### src/rtl/accum_seq_pkg.sv
// Shared types and sizing for the accumulation frame sequencer.
package accum_seq_pkg;

  localparam int unsigned FRAME_LEN_DFLT = 128;
  localparam int unsigned AVG_W_DFLT     = 8;
  localparam int unsigned CNT_W          = $clog2(FRAME_LEN_DFLT);

  typedef enum logic [1:0] {
    IDLE  = 2'd0,
    ACCUM = 2'd1,
    DRAIN = 2'd2
  } state_e;

endpackage

### src/rtl/accum_frame_sequencer_if.sv
// Stream handshake bundle between FFT source, accumulator and downstream sink.
interface accum_frame_sequencer_if;

  logic i_s_valid;
  logic o_s_ready;
  logic i_acc_ready;
  logic o_acc_wr;
  logic o_acc_first;
  logic o_acc_last;
  logic i_m_valid;
  logic i_m_ready;
  logic o_m_valid;

  // Sequencer side
  modport master (
    input  i_s_valid, i_acc_ready, i_m_valid, i_m_ready,
    output o_s_ready, o_acc_wr, o_acc_first, o_acc_last, o_m_valid
  );

  // Environment side (FFT source, accumulator, sink)
  modport slave (
    output i_s_valid, i_acc_ready, i_m_valid, i_m_ready,
    input  o_s_ready, o_acc_wr, o_acc_first, o_acc_last, o_m_valid
  );

endinterface

### src/rtl/frame_beat_counter.sv
// Free-running beat counter with clear priority and terminal-count flag at all-ones.
module frame_beat_counter #(
  parameter int unsigned CNT_W = 7
) (
  input  logic i_clk,
  input  logic i_rst_n,
  input  logic i_clr,
  input  logic i_en,
  output logic o_tc
);

  logic [CNT_W-1:0] cnt_q;

  // Wraps to zero naturally because the frame length is a power of two
  always_ff @(posedge i_clk) begin
    if (!i_rst_n || i_clr) begin
      cnt_q <= '0;
    end else if (i_en) begin
      cnt_q <= cnt_q + CNT_W'(1);
    end
  end

  assign o_tc = (cnt_q == '1);

endmodule

### src/rtl/accum_frame_sequencer.sv
// Sequences N-frame accumulation of the FFT stream followed by a single drain.
// Optional sticky overrun detection: define ACCUM_FRAME_SEQ_OVERRUN_DET_EN.
module accum_frame_sequencer
  import accum_seq_pkg::*;
#(
  parameter int unsigned FRAME_LEN = FRAME_LEN_DFLT,
  parameter int unsigned AVG_W     = AVG_W_DFLT
) (
  input  logic                 i_clk,
  input  logic                 i_rst_n,
  input  logic                 i_start,
  input  logic                 i_abort,
  input  logic [AVG_W-1:0]     i_num_avg,
  accum_frame_sequencer_if.master bus_if,
  output logic                 o_busy,
  output logic                 o_done,
  output logic                 o_flush,
  output logic [AVG_W-1:0]     o_frame_idx,
  output logic                 o_overrun
);

  localparam int unsigned BEAT_W = $clog2(FRAME_LEN);

  state_e           state_q, state_d;
  logic [AVG_W-1:0] frame_cnt_q, frame_cnt_d;
  logic [AVG_W-1:0] num_avg_q, num_avg_d;
  logic             done_q, done_d;
  logic             flush_q, flush_d;
  logic             beat_clr, drain_clr;
  logic             beat_tc, drain_tc;
  logic             acc_wr, drain_fire, last_frame;

  // Zero-latency gating from registered state
  assign bus_if.o_s_ready   = bus_if.i_acc_ready & (state_q == ACCUM);
  assign acc_wr             = bus_if.i_s_valid & bus_if.o_s_ready;
  assign bus_if.o_acc_wr    = acc_wr;
  assign bus_if.o_m_valid   = bus_if.i_m_valid & (state_q == DRAIN);
  assign drain_fire         = bus_if.o_m_valid & bus_if.i_m_ready;
  assign last_frame         = (frame_cnt_q == (num_avg_q - AVG_W'(1)));
  assign bus_if.o_acc_first = (state_q == ACCUM) & (frame_cnt_q == '0);
  assign bus_if.o_acc_last  = (state_q == ACCUM) & last_frame;

  assign o_busy      = (state_q != IDLE);
  assign o_done      = done_q;
  assign o_flush     = flush_q;
  assign o_frame_idx = frame_cnt_q;

  frame_beat_counter #(.CNT_W(BEAT_W)) u_beat_cnt (
    .i_clk   (i_clk),
    .i_rst_n (i_rst_n),
    .i_clr   (beat_clr),
    .i_en    (acc_wr),
    .o_tc    (beat_tc)
  );

  frame_beat_counter #(.CNT_W(BEAT_W)) u_drain_cnt (
    .i_clk   (i_clk),
    .i_rst_n (i_rst_n),
    .i_clr   (drain_clr),
    .i_en    (drain_fire),
    .o_tc    (drain_tc)
  );

  always_ff @(posedge i_clk) begin
    if (!i_rst_n) begin
      state_q     <= IDLE;
      frame_cnt_q <= '0;
      num_avg_q   <= '0;
      done_q      <= 1'b0;
      flush_q     <= 1'b0;
    end else begin
      state_q     <= state_d;
      frame_cnt_q <= frame_cnt_d;
      num_avg_q   <= num_avg_d;
      done_q      <= done_d;
      flush_q     <= flush_d;
    end
  end

  // Abort has priority over every state transition, including a same-cycle start
  always_comb begin
    state_d     = state_q;
    frame_cnt_d = frame_cnt_q;
    num_avg_d   = num_avg_q;
    done_d      = 1'b0;
    flush_d     = 1'b0;
    beat_clr    = 1'b0;
    drain_clr   = 1'b0;

    if (i_abort) begin
      state_d     = IDLE;
      flush_d     = 1'b1;
      frame_cnt_d = '0;
      beat_clr    = 1'b1;
      drain_clr   = 1'b1;
    end else begin
      unique case (state_q)
        IDLE: begin
          if (i_start) begin
            state_d     = ACCUM;
            num_avg_d   = (i_num_avg == '0) ? AVG_W'(1) : i_num_avg;
            frame_cnt_d = '0;
            beat_clr    = 1'b1;
            drain_clr   = 1'b1;
          end
        end
        ACCUM: begin
          if (acc_wr && beat_tc) begin
            if (last_frame) begin
              state_d     = DRAIN;
              frame_cnt_d = '0;
            end else begin
              frame_cnt_d = frame_cnt_q + AVG_W'(1);
            end
          end
        end
        DRAIN: begin
          if (drain_fire && drain_tc) begin
            state_d = IDLE;
            done_d  = 1'b1;
          end
        end
        default: state_d = IDLE;
      endcase
    end
  end

`ifdef ACCUM_FRAME_SEQ_OVERRUN_DET_EN
  logic overrun_q;

  // Source producing while the accumulator is being drained means lost data
  always_ff @(posedge i_clk) begin
    if (!i_rst_n) begin
      overrun_q <= 1'b0;
    end else if ((state_q == IDLE) && i_start && !i_abort) begin
      overrun_q <= 1'b0;
    end else if ((state_q == DRAIN) && bus_if.i_s_valid) begin
      overrun_q <= 1'b1;
    end
  end

  assign o_overrun = overrun_q;
`else
  assign o_overrun = 1'b0;
`endif

endmodule

### src/flat_wrapper.sv
// flat-port wrapper written by rule: the top's interface ports become plain ports
module accum_frame_sequencer_flat import accum_seq_pkg::*;
#(
  parameter int unsigned FRAME_LEN = FRAME_LEN_DFLT,
  parameter int unsigned AVG_W     = AVG_W_DFLT
)
  (i_clk, i_rst_n, i_start, i_abort, i_num_avg, o_busy, o_done, o_flush, o_frame_idx, o_overrun, bus_if_i_s_valid, bus_if_i_acc_ready, bus_if_i_m_valid, bus_if_i_m_ready, bus_if_o_s_ready, bus_if_o_acc_wr, bus_if_o_acc_first, bus_if_o_acc_last, bus_if_o_m_valid);
  accum_frame_sequencer_if bus_if_i ();
  input  logic i_clk;
  input  logic i_rst_n;
  input  logic i_start;
  input  logic i_abort;
  input  logic [AVG_W-1:0] i_num_avg;
  output logic o_busy;
  output logic o_done;
  output logic o_flush;
  output logic [AVG_W-1:0] o_frame_idx;
  output logic o_overrun;
  input wire logic [$bits(bus_if_i.i_s_valid)-1:0] bus_if_i_s_valid;
  input wire logic [$bits(bus_if_i.i_acc_ready)-1:0] bus_if_i_acc_ready;
  input wire logic [$bits(bus_if_i.i_m_valid)-1:0] bus_if_i_m_valid;
  input wire logic [$bits(bus_if_i.i_m_ready)-1:0] bus_if_i_m_ready;
  output wire logic [$bits(bus_if_i.o_s_ready)-1:0] bus_if_o_s_ready;
  output wire logic [$bits(bus_if_i.o_acc_wr)-1:0] bus_if_o_acc_wr;
  output wire logic [$bits(bus_if_i.o_acc_first)-1:0] bus_if_o_acc_first;
  output wire logic [$bits(bus_if_i.o_acc_last)-1:0] bus_if_o_acc_last;
  output wire logic [$bits(bus_if_i.o_m_valid)-1:0] bus_if_o_m_valid;
  assign bus_if_i.i_s_valid = bus_if_i_s_valid;
  assign bus_if_i.i_acc_ready = bus_if_i_acc_ready;
  assign bus_if_i.i_m_valid = bus_if_i_m_valid;
  assign bus_if_i.i_m_ready = bus_if_i_m_ready;
  assign bus_if_o_s_ready = bus_if_i.o_s_ready;
  assign bus_if_o_acc_wr = bus_if_i.o_acc_wr;
  assign bus_if_o_acc_first = bus_if_i.o_acc_first;
  assign bus_if_o_acc_last = bus_if_i.o_acc_last;
  assign bus_if_o_m_valid = bus_if_i.o_m_valid;
  accum_frame_sequencer #(.FRAME_LEN(FRAME_LEN), .AVG_W(AVG_W)) u_core (.i_clk(i_clk), .i_rst_n(i_rst_n), .i_start(i_start), .i_abort(i_abort), .i_num_avg(i_num_avg), .bus_if(bus_if_i), .o_busy(o_busy), .o_done(o_done), .o_flush(o_flush), .o_frame_idx(o_frame_idx), .o_overrun(o_overrun));
endmodule
### config.mk
export PLATFORM = sky130hd
export DESIGN_NAME = accum_frame_sequencer_flat
export DESIGN_NICKNAME = d
export VERILOG_FILES = /design/src/rtl/accum_seq_pkg.sv /design/src/rtl/accum_frame_sequencer_if.sv /design/src/rtl/frame_beat_counter.sv /design/src/rtl/accum_frame_sequencer.sv /design/src/flat_wrapper.sv
export SDC_FILE = /design/constraint.sdc
export NUM_CORES = 1
export LEC_CHECK = 0
export ABC_AREA = 0
export BUFFER_PORTS_ARGS = -buffer_cell sky130_fd_sc_hd__buf_2
export CAP_MARGIN = 40
export CORE_MARGIN = 2
export CORE_UTILIZATION = 57
export CTS_CLUSTER_DIAMETER = 80
export DETAILED_ROUTE_END_ITERATION = 7
export PLACE_DENSITY = 0.81
export RECOVER_POWER = 50
export SLEW_MARGIN = 10
export SYNTH_ARGS = -nofsm -noshare
export SYNTH_HDL_FRONTEND = slang
export SYNTH_HIERARCHICAL = 1
export SYNTH_SLANG_ARGS = --single-unit
export TNS_END_PERCENT = 5
### constraint.sdc
create_clock -name i_clk -period 7.96 [get_ports i_clk]
set_clock_uncertainty 0.1 [all_clocks]
set_input_delay 1.592 -clock i_clk [delete_from_list [all_inputs] [get_ports i_clk]]
set_output_delay 1.592 -clock i_clk [all_outputs]
set_load 0.005 [all_outputs]
==> results.yml <==
yosys:
  synth_nets: 238
  yosys_warnings: 6
  postSynthCellCount: 217
  synth_cell_types: 42
  postSynth.asyncResetShare: 0
  synth-seq-cells: 34
  yosys-top-cells-area: "dfxtp_1, xor2_1, nand2_1, nor2_1, nand4_1"
  synth_edf_count: 0
  syn_area_um2: 1808
  yosysTopAreaCell: "dfxtp_1"
  seq_area_frac_synth: 0.3765
  postSynthAreaPerCell_um2: 8.332
  yosysMostFrequentCell: "dfxtp_1"
  synth_commonest_cells: "dfxtp_1, nand2_1, nor2_1, xor2_1"
  ys.flop_type: "dfxtp_1"
  synth_top_area_frac: 0.3765
drt:
  detail_route.first_pass.iterations: 4
  drt_wl_total_um: 3794
  ant_nets: 0
  drt-initial-drc-count: 117
  drc: 0
  wl_per_cell_um: 13.04
  num_vias: 1615
  via_per_inst: 5.550
timing:
  fmax_mhz: 209.8
  tns_ns: 0
  fin_crit_sh: 0.5989
  setup-violations-final: 0
  worst-slew-pin-transition_ns: 0.5249
  hold_viol: 0
  maxSlewViolCount: 0
  fin_crit_ns: 4.767
  rsz0062_at_grt: "no"
  slew_headroom: 0.6487
  holdWs_ns: 0.3908
outcome:
  outcome: "complete, no violations"
global_routing:
  grt_antenna_before_repair: 0
  grt_pass1_wl_um: 6534
  grt_pass1_vias: 1569
  grt_max_degree: 13
  grt_usage: 0.2400
  grt_overflow_total: 0
pwr:
  power.density_nw_per_um2: 151.3
  leakage_nw: 0.7799
  ir_worst_vdd_mv: 0.1065
clock_tree:
  cts_buffers: 5
  clk_latency_ns: 0.33
  clk_pin_slew_worst_paths_ns: 0.10
  cts_buffer_depth: 2
  hold_buffers: 0
  clkSinkCount: 34
  cts_setup_buffers: 0
  htreeDepth: 2
  ctsResizeCount: 0
  cts-root-buf: "clkbuf_4"
  cts_tree: "done"
setup_path:
  critPathLaunchType: "flop"
  crit_fanout: 8
  worstPathArrival_ns: 3.08
  worstPathRequired_ns: 6.27
  cp-end-kind: "primary output"
  worstSetupPathType: "reg2out"
worst_hold_path:
  holdCritPathClass: "reg2reg"
layout:
  nets: 269
  multi_input_area_um2: 1052
  fillCellCount: 298
  n_antenna_cell: 0
  synthToLayoutAreaGrowth_pct: 11.21
  regArea_um2: 680.7
  final_cell_area_um2: 2011
  drive_gt1_frac: 0.1538
floorplanning:
  num_rows: 20
  die_area_um2: 3639
  core_area_um2: 3028
  die_y_um: 60.32
  start_util: 0.5971
  die_w_um: 60.32
  io_pins: 33
place:
  numPortBuffers: 31
  dpl_cell_area_um2: 1978
  dp_hpwl_um: 2852
  gp_congestion: 0.8582
job:
  cap_violations: 0
-- layout by cell type (no fill, tap or decap), drive strengths merged, types with 3 or more instances in the layout --
master,instances
inv,6
clkbuf,11
ha,5
dfxtp,34
nand4,13
nor2,23
nand2b,4
a21boi,7
nand3,3
a21oi,11
xnor2,6
buf,26
and2,5
nor4,3
nor2b,3
xor2,15
and3,4
or3,6
nand2,32
nor3,4
o21ai,7
-- cell families after synthesis --
group | count (synthesis) | synth area share
and+or+nand+nor | 106 | 0.3004
AOI/OAI and AO/OA | 35 | 0.1391
DFF | 34 | 0.3765
xor gates and xnor gates | 21 | 0.1017
buffers and inverters | 13 | 0.03460
adders and majority gates | 5 | 0.03460
muxes | 2 | 0.01107
other | 1 | 0.002074
-- flip-flops by register name (all words and copies together), names as in the netlist --
name / cells
u_core/num_avg_q: 8
u_core/o_frame_idx: 8
u_core/u_beat_cnt/cnt_q: 7
u_core/u_drain_cnt/cnt_q: 7
u_core/state_q: 2
u_core/o_done: 1
u_core/o_flush: 1
-- report_power, final --
group	internal (W)	total, W	leakage, nW	switching, W
logic	0.0000148	0.0000336	0.474	0.0000188
registers	0.000173	0.000176	0.275	0.00000351
clock network	0.0000398	0.0000943	0.0302	0.0000546
total	0.000227	0.000304	0.780	0.0000769
-- path summary, 6_finish.rpt --
check | startpoint | end | slack [ns] | cells after the start
hold reg to reg | u_core/num_avg_q[7] | u_core/num_avg_q[7] | 0.39 | 2
hold / removal | u_core/num_avg_q[7] | u_core/num_avg_q[7] | 0.39 | 2
setup / recovery | u_core/num_avg_q[2] | bus_if_o_acc_last | 3.19 | 6
setup reg to reg | u_core/num_avg_q[2] | u_core/o_frame_idx[2] | 5.05 | 6
-- stage by stage --
step / utilization / instances / worst slack (ns) / total power, W
floorplan: - / 217 / 3.759 / 0.0002030
global placement: 0.6533 / 285 / 3.584 / 0.0002129
detailed placement: 0.6533 / 285 / 3.561 / 0.0002138
CTS: 0.6702 / 291 / 3.180 / 0.0003075
global route: 0.6641 / 291 / 3.028 / 0.0003188
finish: 0.6641 / 291 / 3.193 / 0.0003042
-- layer usage --
layer | vias up | GRT usage | wire length [um]
met1 | 755 | 0.2755 | 1679
met3 | 4 | 0.08442 | 184
met4 | 0 | 0.09524 | 36
li1 | 817 | - | -
met5 | - | 0 | 0
met2 | 39 | 0.4068 | 1893
-- worst max-delay path: stages, from the launching register on --
cell,delay [ns]
dfxtp_1,0.38
or4_4,0.56
or4_1,0.48
a2111o_1,0.46
a2111oi_4,0.55
and2_2,0.22
buf_2,0.10
-- area by class of cell --
cell class,instances,share of cell area
Sequential cell,34,0.3385
Tap cell,44,0.02738
Multi-Input combinational cell,170,0.5233
Timing Repair Buffer,31,0.07405
Clock buffer,6,0.02551
Inverter,6,0.01120
Power figures use the tool's default switching activity.
